===== src/rtl/cpu_controller_if.sv =====
`default_nettype none
// ============================================================================
//  Module   : cpu_controller_if
//  Purpose  : Groups the sequencer's run/decode inputs and the strobes it
//             drives towards the 8-bit RISC datapath.
//  Modports : master - the sequencer. It samples ena/opcode/zero and drives
//                      the strobes.
//             slave  - the datapath side. It drives ena/opcode/zero and
//                      consumes the strobes.
//  Signals  : ena, opcode[2:0], zero         (datapath -> sequencer)
//             rd, wr, load_ir, inc_pc, load_pc, alu_ena, load_acc,
//             datactl_ena, halt              (sequencer -> datapath)
//  Revision : 1.0  initial release
// ============================================================================
interface cpu_controller_if;
  logic       ena;
  logic [2:0] opcode;
  logic       zero;
  logic       rd;
  logic       wr;
  logic       load_ir;
  logic       inc_pc;
  logic       load_pc;
  logic       alu_ena;
  logic       load_acc;
  logic       datactl_ena;
  logic       halt;

  modport master (
    input  ena, opcode, zero,
    output rd, wr, load_ir, inc_pc, load_pc, alu_ena, load_acc, datactl_ena, halt
  );

  modport slave (
    output ena, opcode, zero,
    input  rd, wr, load_ir, inc_pc, load_pc, alu_ena, load_acc, datactl_ena, halt
  );
endinterface
`default_nettype wire


===== src/rtl/cpu_controller.sv =====
`default_nettype none
// ============================================================================
//  Module   : cpu_controller
//  Purpose  : Instruction-sequencing FSM for the 8-bit RISC core. Every
//             instruction runs as a fixed 8-clock sequence S0..S7:
//             two IR byte fetches, a decode clock, then execute.
//  Ports    : clk   - clock; all state changes on the rising edge
//             rst_n - asynchronous active-low reset
//             bus   - cpu_controller_if.master (ena/opcode/zero in, strobes out)
//  Params   : HLT_STICKY - 1: HLT parks the FSM in HALTED until reset.
//                          0: halt pulses for the S3 clock only and
//                             execution continues.
//  Revision : 1.0  initial release
// ============================================================================
module cpu_controller #(
  parameter bit HLT_STICKY = 1'b1
) (
  input  logic              clk,
  input  logic              rst_n,
  cpu_controller_if.master  bus
);

  localparam logic [2:0] c_op_hlt = 3'b000;
  localparam logic [2:0] c_op_skz = 3'b001;
  localparam logic [2:0] c_op_add = 3'b010;
  localparam logic [2:0] c_op_and = 3'b011;
  localparam logic [2:0] c_op_xor = 3'b100;
  localparam logic [2:0] c_op_lda = 3'b101;
  localparam logic [2:0] c_op_sto = 3'b110;
  localparam logic [2:0] c_op_jmp = 3'b111;

  typedef enum logic [3:0] {
    ST_IDLE   = 4'd0,
    ST_S0     = 4'd1,
    ST_S1     = 4'd2,
    ST_S2     = 4'd3,
    ST_S3     = 4'd4,
    ST_S4     = 4'd5,
    ST_S5     = 4'd6,
    ST_S6     = 4'd7,
    ST_S7     = 4'd8,
    ST_HALTED = 4'd9
  } state_t;

  state_t     r_state, w_state_next;
  logic [2:0] r_op, w_op_next;
  logic       r_zero, w_zero_next;
  logic       w_alu_op;

  logic r_rd, r_wr, r_load_ir, r_inc_pc, r_load_pc;
  logic r_alu_ena, r_load_acc, r_datactl_ena, r_halt;
  logic w_rd, w_wr, w_load_ir, w_inc_pc, w_load_pc;
  logic w_alu_ena, w_load_acc, w_datactl_ena, w_halt;

  // Outputs are registered: each strobe is decoded from the state being
  // entered, so it is valid for the whole of that state. The decode uses
  // the op/zero values that will hold in that state. This lets S3 see the
  // opcode captured on the S2->S3 edge and S5 see the zero flag captured
  // on the S4->S5 edge.
  always_comb begin
    w_state_next = r_state;
    w_op_next    = r_op;
    w_zero_next  = r_zero;

    case (r_state)
      ST_IDLE:   if (bus.ena) w_state_next = ST_S0;
      ST_HALTED: w_state_next = ST_HALTED;
      default: begin
        if (!bus.ena) begin
          w_state_next = ST_IDLE;
        end else begin
          case (r_state)
            ST_S0: w_state_next = ST_S1;
            ST_S1: w_state_next = ST_S2;
            ST_S2: begin
              w_state_next = ST_S3;
              w_op_next    = bus.opcode;
            end
            ST_S3: w_state_next = (HLT_STICKY && (r_op == c_op_hlt)) ? ST_HALTED : ST_S4;
            ST_S4: begin
              w_state_next = ST_S5;
              w_zero_next  = bus.zero;
            end
            ST_S5:   w_state_next = ST_S6;
            ST_S6:   w_state_next = ST_S7;
            ST_S7:   w_state_next = ST_S0;
            default: w_state_next = ST_IDLE;
          endcase
        end
      end
    endcase

    w_alu_op = (w_op_next == c_op_add) || (w_op_next == c_op_and) ||
               (w_op_next == c_op_xor) || (w_op_next == c_op_lda);

    w_rd          = 1'b0;
    w_wr          = 1'b0;
    w_load_ir     = 1'b0;
    w_inc_pc      = 1'b0;
    w_load_pc     = 1'b0;
    w_alu_ena     = 1'b0;
    w_load_acc    = 1'b0;
    w_datactl_ena = 1'b0;
    w_halt        = 1'b0;

    case (w_state_next)
      ST_S0, ST_S1: begin
        w_rd      = 1'b1;
        w_load_ir = 1'b1;
        w_inc_pc  = 1'b1;
      end
      ST_S3: w_halt = (w_op_next == c_op_hlt);
      ST_S4: begin
        w_rd          = w_alu_op;
        w_datactl_ena = (w_op_next == c_op_sto);
        w_load_pc     = (w_op_next == c_op_jmp);
      end
      ST_S5: begin
        w_rd          = w_alu_op;
        w_alu_ena     = w_alu_op;
        w_datactl_ena = (w_op_next == c_op_sto);
        w_wr          = (w_op_next == c_op_sto);
        w_load_pc     = (w_op_next == c_op_jmp);
        w_inc_pc      = (w_op_next == c_op_jmp) || ((w_op_next == c_op_skz) && w_zero_next);
      end
      ST_S6: begin
        w_load_acc    = w_alu_op;
        w_datactl_ena = (w_op_next == c_op_sto);
      end
      // Second skip increment: together with S5 this steps the PC past the
      // two-byte instruction that follows SKZ.
      ST_S7:     w_inc_pc = (w_op_next == c_op_skz) && w_zero_next;
      ST_HALTED: w_halt   = 1'b1;
      default: ;
    endcase
  end

  always_ff @(posedge clk or negedge rst_n) begin
    if (!rst_n) begin
      r_state       <= ST_IDLE;
      r_op          <= 3'b000;
      r_zero        <= 1'b0;
      r_rd          <= 1'b0;
      r_wr          <= 1'b0;
      r_load_ir     <= 1'b0;
      r_inc_pc      <= 1'b0;
      r_load_pc     <= 1'b0;
      r_alu_ena     <= 1'b0;
      r_load_acc    <= 1'b0;
      r_datactl_ena <= 1'b0;
      r_halt        <= 1'b0;
    end else begin
      r_state       <= w_state_next;
      r_op          <= w_op_next;
      r_zero        <= w_zero_next;
      r_rd          <= w_rd;
      r_wr          <= w_wr;
      r_load_ir     <= w_load_ir;
      r_inc_pc      <= w_inc_pc;
      r_load_pc     <= w_load_pc;
      r_alu_ena     <= w_alu_ena;
      r_load_acc    <= w_load_acc;
      r_datactl_ena <= w_datactl_ena;
      r_halt        <= w_halt;
    end
  end

  assign bus.rd          = r_rd;
  assign bus.wr          = r_wr;
  assign bus.load_ir     = r_load_ir;
  assign bus.inc_pc      = r_inc_pc;
  assign bus.load_pc     = r_load_pc;
  assign bus.alu_ena     = r_alu_ena;
  assign bus.load_acc    = r_load_acc;
  assign bus.datactl_ena = r_datactl_ena;
  assign bus.halt        = r_halt;

endmodule
`default_nettype wire


===== src/flat_wrapper.sv =====
// flat-port wrapper written by rule: the top's interface ports become plain ports
module cpu_controller_flat 
#(
  parameter bit HLT_STICKY = 1'b1
)
  (clk, rst_n, bus_ena, bus_opcode, bus_zero, bus_rd, bus_wr, bus_load_ir, bus_inc_pc, bus_load_pc, bus_alu_ena, bus_load_acc, bus_datactl_ena, bus_halt);
  cpu_controller_if bus_i ();
  input  logic clk;
  input  logic rst_n;
  input wire logic [$bits(bus_i.ena)-1:0] bus_ena;
  input wire logic [$bits(bus_i.opcode)-1:0] bus_opcode;
  input wire logic [$bits(bus_i.zero)-1:0] bus_zero;
  output wire logic [$bits(bus_i.rd)-1:0] bus_rd;
  output wire logic [$bits(bus_i.wr)-1:0] bus_wr;
  output wire logic [$bits(bus_i.load_ir)-1:0] bus_load_ir;
  output wire logic [$bits(bus_i.inc_pc)-1:0] bus_inc_pc;
  output wire logic [$bits(bus_i.load_pc)-1:0] bus_load_pc;
  output wire logic [$bits(bus_i.alu_ena)-1:0] bus_alu_ena;
  output wire logic [$bits(bus_i.load_acc)-1:0] bus_load_acc;
  output wire logic [$bits(bus_i.datactl_ena)-1:0] bus_datactl_ena;
  output wire logic [$bits(bus_i.halt)-1:0] bus_halt;
  assign bus_i.ena = bus_ena;
  assign bus_i.opcode = bus_opcode;
  assign bus_i.zero = bus_zero;
  assign bus_rd = bus_i.rd;
  assign bus_wr = bus_i.wr;
  assign bus_load_ir = bus_i.load_ir;
  assign bus_inc_pc = bus_i.inc_pc;
  assign bus_load_pc = bus_i.load_pc;
  assign bus_alu_ena = bus_i.alu_ena;
  assign bus_load_acc = bus_i.load_acc;
  assign bus_datactl_ena = bus_i.datactl_ena;
  assign bus_halt = bus_i.halt;
  cpu_controller #(.HLT_STICKY(HLT_STICKY)) u_core (.clk(clk), .rst_n(rst_n), .bus(bus_i));
endmodule

===== config.mk =====
export PLATFORM = sky130hd
export DESIGN_NAME = cpu_controller_flat
export DESIGN_NICKNAME = d
export VERILOG_FILES = /design/src/rtl/cpu_controller_if.sv /design/src/rtl/cpu_controller.sv /design/src/flat_wrapper.sv
export SDC_FILE = /design/constraint.sdc
export NUM_CORES = 1
export LEC_CHECK = 0
export ABC_AREA = 1
export CAP_MARGIN = 10
export CORE_MARGIN = 2
export CORE_UTILIZATION = 54
export CTS_CLUSTER_SIZE = 24
export DETAILED_ROUTE_END_ITERATION = 8
export PLACE_DENSITY = 0.81
export SYNTH_ARGS = -nofsm -noshare
export SYNTH_HDL_FRONTEND = slang
export SYNTH_SLANG_ARGS = --single-unit

===== constraint.sdc =====
create_clock -name clk -period 2.1 [get_ports clk]
set_input_delay 0.42 -clock clk [delete_from_list [all_inputs] [get_ports clk]]
set_output_delay 0.42 -clock clk [all_outputs]
set_load 0.01 [all_outputs]

==> results.sh, run 1 <==
export IMPL_switching_share_pct=32.6
export IMPL_core_area_um2=1560
export IMPL_finalCriticalPeriod_ps=1610
export IMPL_max_slew_margin_rel_pct=83.0
export IMPL_synthMuxAreaShare_pct=0
export IMPL_initialDrtViolationCount=13
export IMPL_postCtsHoldBufs=0
export IMPL_syn_area_per_cell_um2=8.13
export IMPL_dp_slack_ps=209
export IMPL_cts_tree="built"
export IMPL_cts_root_buf="clkbuf_4"
export IMPL_syn2layout_area_growth_pct=22.1
export IMPL_seq_power_share_pct=49.3
export IMPL_critPathKind="input pin to flip-flop"
export IMPL_slew_violations=0
export IMPL_combinationalPowerShare_pct=29.1
export IMPL_cp_max_fo=7
export IMPL_dp_hpwl_um=1440
export IMPL_drv_cap=0
export IMPL_postRouteWirelength_um=1750
export IMPL_rrSetupSlack_ps=680
export IMPL_antenna_found_initial=0
export IMPL_grt_max_degree=18
export IMPL_via_count=798
export IMPL_grt_pass1_vias=755
export IMPL_power_switching_w=0.000249
export IMPL_ys_top_cells_by_area="dfrtp_1, nand2_1, nand2_2"
export IMPL_clockBufferDepth=2
export IMPL_pwr_share_clk_pct=21.6
export IMPL_clock_fmax_mhz=622
export IMPL_ys_seq_elements=17
export IMPL_synth_simple_area_share_pct=45.6
export IMPL_cp_start_kind="input pin"
export IMPL_syn_area_um2=927
export IMPL_seqCellArea_um2=425
export IMPL_powerDensity_nw_per_um2=673
export IMPL_yosysTopAreaCellShare_pct=45.9
export IMPL_postRouteAntennaNets=0
export IMPL_cts_sinks=17
export IMPL_worstSetupEndpointType="flip-flop"
export IMPL_finish_utilization_pct=72.6
export IMPL_nets=142
export IMPL_synth_cells=114
export IMPL_grt_ovfl_total=0
export IMPL_htree_levels=1
export IMPL_fin_tns_setup_ps=0
export IMPL_dieArea_um2=2060
export IMPL_die_w_um=45.4
export IMPL_ios=16
export IMPL_grt_util_all_layers_pct=21.3
export IMPL_final_hold_viol_count=0
export IMPL_grt_pass1_wl_um=3080
export IMPL_tightest_slew_ps=255
export IMPL_multi_input_area_um2=440
export IMPL_rsz0062_at_grt="no"
export IMPL_reg2regPathDepth=9
export IMPL_drive_gt1_share_pct=29.1
export IMPL_postCtsSetupBuffers=0
export IMPL_worstSetupStartpoint="bus_ena"
export IMPL_gp_congestion=0.874
export IMPL_required_ps=2270
export IMPL_diodes=0
export IMPL_hold_path_class="input pin to asynchronous set/reset pin"
export IMPL_synth_fa_ha_area_share_pct=0
export IMPL_drc=0
export IMPL_synth_xor_area_share_pct=0
export IMPL_yosys_warnings=0
export IMPL_mostFrequentLayoutCells="nand2_1, dfrtp_1, clkdlybuf4s50_1"
export IMPL_finClkSkew_ps=3.03
export IMPL_vias_per_cell=5.32
export IMPL_p_int_w=0.000513
export IMPL_wire_per_inst_um=11.7
export IMPL_synth_cell_types=18
export IMPL_clk_pin_slew_ps=90
export IMPL_synth_compound_area_share_pct=1.89
export IMPL_num_rows=14
export IMPL_worstSkewPairLatency_ps=290
export IMPL_numCtsBuffers=3
export IMPL_fin_ws_ps=491
export IMPL_cp_endpoint="u_core.bus.inc_pc"
export IMPL_postCtsResizedCells=0
export IMPL_synth_top_family_by_area="simple AND/OR/NAND/NOR gates"
export IMPL_yosysSeqAreaShare_pct=45.9
export IMPL_layout_commonest_cell="nand2_1"
export IMPL_drt_pass1_iterations=4
export IMPL_setup_violations=0
export IMPL_synth_largest_area_cell="dfrtp_1"
export IMPL_initial_core_util_pct=59.5
export IMPL_r2r_start="u_core.r_state[3]"
export IMPL_ir_drop_uv=439
export IMPL_arrival_ps=1780
export IMPL_io_buffers=15
export IMPL_status="finished clean"
export IMPL_syn_num_nets=121
export IMPL_reg2reg_to="u_core.bus.inc_pc"
export IMPL_p_leak_nw=0.575
export IMPL_fill_cells=133
export IMPL_die_h_um=45.4
export IMPL_fin_crit_sh_pct=76.6
==> how the worst min path moves through the flow <==
stage	from	endpoint
after floorplan	rst_n	u_core.bus.alu_ena
after global placement	u_core.r_zero	u_core.r_zero
after detailed placement	u_core.r_zero	u_core.r_zero
after CTS	rst_n	u_core.r_state[3]
after global routing	rst_n	u_core.r_state[3]
final	rst_n	u_core.r_state[3]
==> cell type report <==
cell class / instances / area share, %
multi-input combinational: 82 / 38.9
sequential: 17 / 37.6
timing repair buffer: 17 / 14.6
inverter: 14 / 4.75
clock buffer: 3 / 1.99
tap: 16 / 1.77
clock inverter: 1 / 0.442
==> Yosys cell counts, drive strengths merged <==
cell type	n
a21oi	1
buf	1
clkinv	1
dfrtp	17
inv	13
nand2	43
nand3	15
nand3b	1
nand4	2
nor2	18
o21ai	1
or2	1
==> per-stage QoR <==
| step | area, µm² | cells | total power (W) | hold WS [ps] |
|---|---|---|---|---|
| floorplan | 927 | 114 | 0.000536 | 124 |
| global placement | 1100 | 146 | 0.000598 | 529 |
| detailed placement | 1100 | 146 | 0.000604 | 537 |
| CTS | 1130 | 150 | 0.000771 | 456 |
| global route | 1130 | 150 | 0.000812 | 480 |
| finish | 1130 | 150 | 0.000762 | 448 |
==> kinds of logic (layout without fill, tap and decap cells) <==
logic type      after synthesis  count (layout)
flops                        17              17
simple gates                 80              80
buf+inv                      15              35
compound gates                2               2
==> metal layers <==
metal	vias to the layer above	wire length [µm]	GRT usage [%]
li1	393	-	-
met1	379	792	25.8
met2	19	846	36.1
met3	7	71	4.76
met4	0	40	8.82
met5	-	0	0
==> sequential cells by signal, summed over array words and instances, names as in the netlist <==
name,flops
u_core.bus.alu_ena,1
u_core.bus.load_pc,1
u_core.bus.rd,1
u_core.r_state,4
u_core.bus.load_ir,1
u_core.r_zero,1
u_core.r_op,3
u_core.bus.datactl_ena,1
u_core.bus.wr,1
u_core.bus.load_acc,1
u_core.bus.halt,1
u_core.bus.inc_pc,1
==> worst max-delay path: stages <==
cell and delay, ps:
clkdlybuf4s50_1 600, inv_2 130, nor2_1 140, nand2_2 90, nand2_2 120, nor2_2 60
nand2_1 60, nand2_1 50, nand2_1 60, nand3_1 60
==> power groups by stage <==
stage                     clock network, W  logic [W]  registers (W)
after global routing              0.000184   0.000250       0.000378
after CTS                         0.000173   0.000223       0.000376
final                             0.000165   0.000222       0.000375
after detailed placement                 0   0.000222       0.000382
after floorplan                          0   0.000152       0.000384
after global placement                   0   0.000217       0.000381
No activity file was read; power rests on OpenSTA's default activity.
==> run 2: changes to the inputs <==
Settings changed: CORE_UTILIZATION 54 to 51, PLACE_DENSITY 0.81 to 0.77.
Clock period 2.1 ns to 1.6 ns, I/O delays scaled along.
==> run 2 against run 1 <==
  * Final cell count is 8.7% higher
  * Setup slack worse by 380 ps
  * Non-clock buffer count is 4 higher
  * Routed wire length is 0.17% lower
  * Sequential power is 31% higher
  * Critical endpoint is now bus_wr
==> results.sh, run 2 (synthesized netlist as in run 1, its figures left out) <==
export IMPL_cp_slowest_stage_delay_ps=530
export IMPL_ir_drop_uv=517
export IMPL_numCtsBuffers=3
export IMPL_ios=16
export IMPL_reg2reg_to="u_core.bus.inc_pc"
export IMPL_clock_fmax_mhz=670
export IMPL_critPathBufInv=1
export IMPL_num_rows=15
export IMPL_fin_tns_setup_ps=0
export IMPL_postCtsResizedCells=0
export IMPL_dp_cells=159
export IMPL_dp_hpwl_um=1430
export IMPL_postCtsHoldBufs=0
export IMPL_status="finished clean"
export IMPL_diodes=0
export IMPL_grt_pass1_wl_um=2840
export IMPL_path_delay_family="buffers and inverters"
export IMPL_max_slew_margin_rel_pct=83.9
export IMPL_setup_violations=0
export IMPL_grt_max_degree=18
export IMPL_postCtsSetupBuffers=0
export IMPL_finish_utilization_pct=68.0
export IMPL_initial_core_util_pct=53.7
export IMPL_cp_start_kind="flip-flop"
export IMPL_cp_endpoint="bus_wr"
export IMPL_nets=146
export IMPL_slew_violations=0
export IMPL_max_flop_register="u_core.r_state"
export IMPL_dieArea_um2=2170
export IMPL_postRouteAntennaNets=0
export IMPL_wire_per_inst_um=10.7
export IMPL_grt_util_all_layers_pct=19.3
export IMPL_path_cells="clkdlybuf4s50_1"
export IMPL_pwr_share_clk_pct=23.1
export IMPL_fin_ws_ps=108
export IMPL_drv_cap=0
export IMPL_grt_ovfl_total=0
export IMPL_seq_power_share_pct=47.7
export IMPL_htree_levels=1
export IMPL_antenna_found_initial=0
export IMPL_p_int_w=0.000682
export IMPL_worstSkewPairLatency_ps=290
export IMPL_cp_max_fo=1
export IMPL_core_area_um2=1730
export IMPL_drt_pass1_iterations=4
export IMPL_rrSetupSlack_ps=190
export IMPL_power_switching_w=0.000346
export IMPL_worstSetupStartpoint="u_core.bus.wr"
export IMPL_clk_pin_slew_ps=100
export IMPL_finClkSkew_ps=1.60
export IMPL_finalCriticalPeriod_ps=1490
export IMPL_reg2regPathDepth=9
export IMPL_p_leak_nw=0.593
export IMPL_vias_per_cell=4.82
export IMPL_initialDrtViolationCount=27
export IMPL_final_hold_viol_count=0
export IMPL_arrival_ps=1170
export IMPL_required_ps=1280
export IMPL_fill_cells=150
export IMPL_layout_commonest_cell="nand2_1"
export IMPL_fin_crit_sh_pct=93.2
export IMPL_critPathKind="flip-flop to primary output"
export IMPL_switching_share_pct=33.7
export IMPL_combinationalPowerShare_pct=29.2
export IMPL_dp_slack_ps=-78.0
export IMPL_cts_root_buf="clkbuf_4"
export IMPL_rsz0062_at_grt="no"
export IMPL_worstSetupEndpointType="primary output"
export IMPL_powerDensity_nw_per_um2=876
export IMPL_gp_congestion=0.896
export IMPL_cts_tree="built"
export IMPL_hold_path_class="input pin to asynchronous set/reset pin"
export IMPL_r2r_start="u_core.r_state[3]"
export IMPL_clockBufferDepth=2
export IMPL_cts_sinks=17
export IMPL_mostFrequentLayoutCells="nand2_1, dfrtp_1, clkdlybuf4s50_1"
export IMPL_die_h_um=46.6
export IMPL_largest_register_ffs=4
export IMPL_slowest_stage="clkdlybuf4s50_1"
export IMPL_grt_pass1_vias=668
export IMPL_io_buffers=15
export IMPL_cp_depth=1
export IMPL_drive_gt1_share_pct=31.2
export IMPL_final_cells=163
export IMPL_die_w_um=46.6
export IMPL_via_count=786
export IMPL_syn2layout_area_growth_pct=26.6
export IMPL_hold_ws_ps=328
export IMPL_tightest_slew_ps=241
export IMPL_reg_largest_list="u_core.r_state (4), u_core.r_op (3)"
export IMPL_postRouteWirelength_um=1750
export IMPL_drc=0
==> run 2: through the flow <==
stage	total power (W)	area (µm²)
after global placement	0.000796	1150
after global routing	0.00109	1170
after floorplan	0.000704	927
after CTS	0.00104	1170
after detailed placement	0.000801	1150
final	0.00103	1170
==> run 2: layout make-up <==
type / count / area (µm²) / share of cell area, %
Clock buffer: 3 / 22.5 / 1.92
Clock inverter: 1 / 5.00 / 0.426
Inverter: 14 / 53.8 / 4.58
Multi-Input combinational cell: 82 / 440 / 37.5
Sequential cell: 17 / 425 / 36.2
Tap cell: 25 / 31.3 / 2.67
Timing Repair Buffer: 21 / 195 / 16.6
==> run 2: worst min path at each step <==
stage	end
floorplan	u_core.bus.alu_ena
global placement	u_core.r_zero
detailed placement	u_core.r_zero
CTS	u_core.r_state[1]
global route	u_core.bus.halt
finish	u_core.r_state[1]
==> run 2: layer usage <==
metal  wire length, µm  vias up  GRT usage (%)
li1                  -      402              -
met1               791      359           24.8
met2               852       21           31.4
met3                73        4           3.53
met4                31        0           8.33
met5                 0        -              0
==> run 2: power groups by stage <==
| stage | Combinational (W) | Clock [W] | Sequential (W) |
|---|---|---|---|
| floorplan | 0.000200 | 0 | 0.000504 |
| global placement | 0.000297 | 0 | 0.000498 |
| detailed placement | 0.000301 | 0 | 0.000500 |
| CTS | 0.000302 | 0.000243 | 0.000491 |
| global route | 0.000335 | 0.000256 | 0.000495 |
| finish | 0.000300 | 0.000237 | 0.000491 |
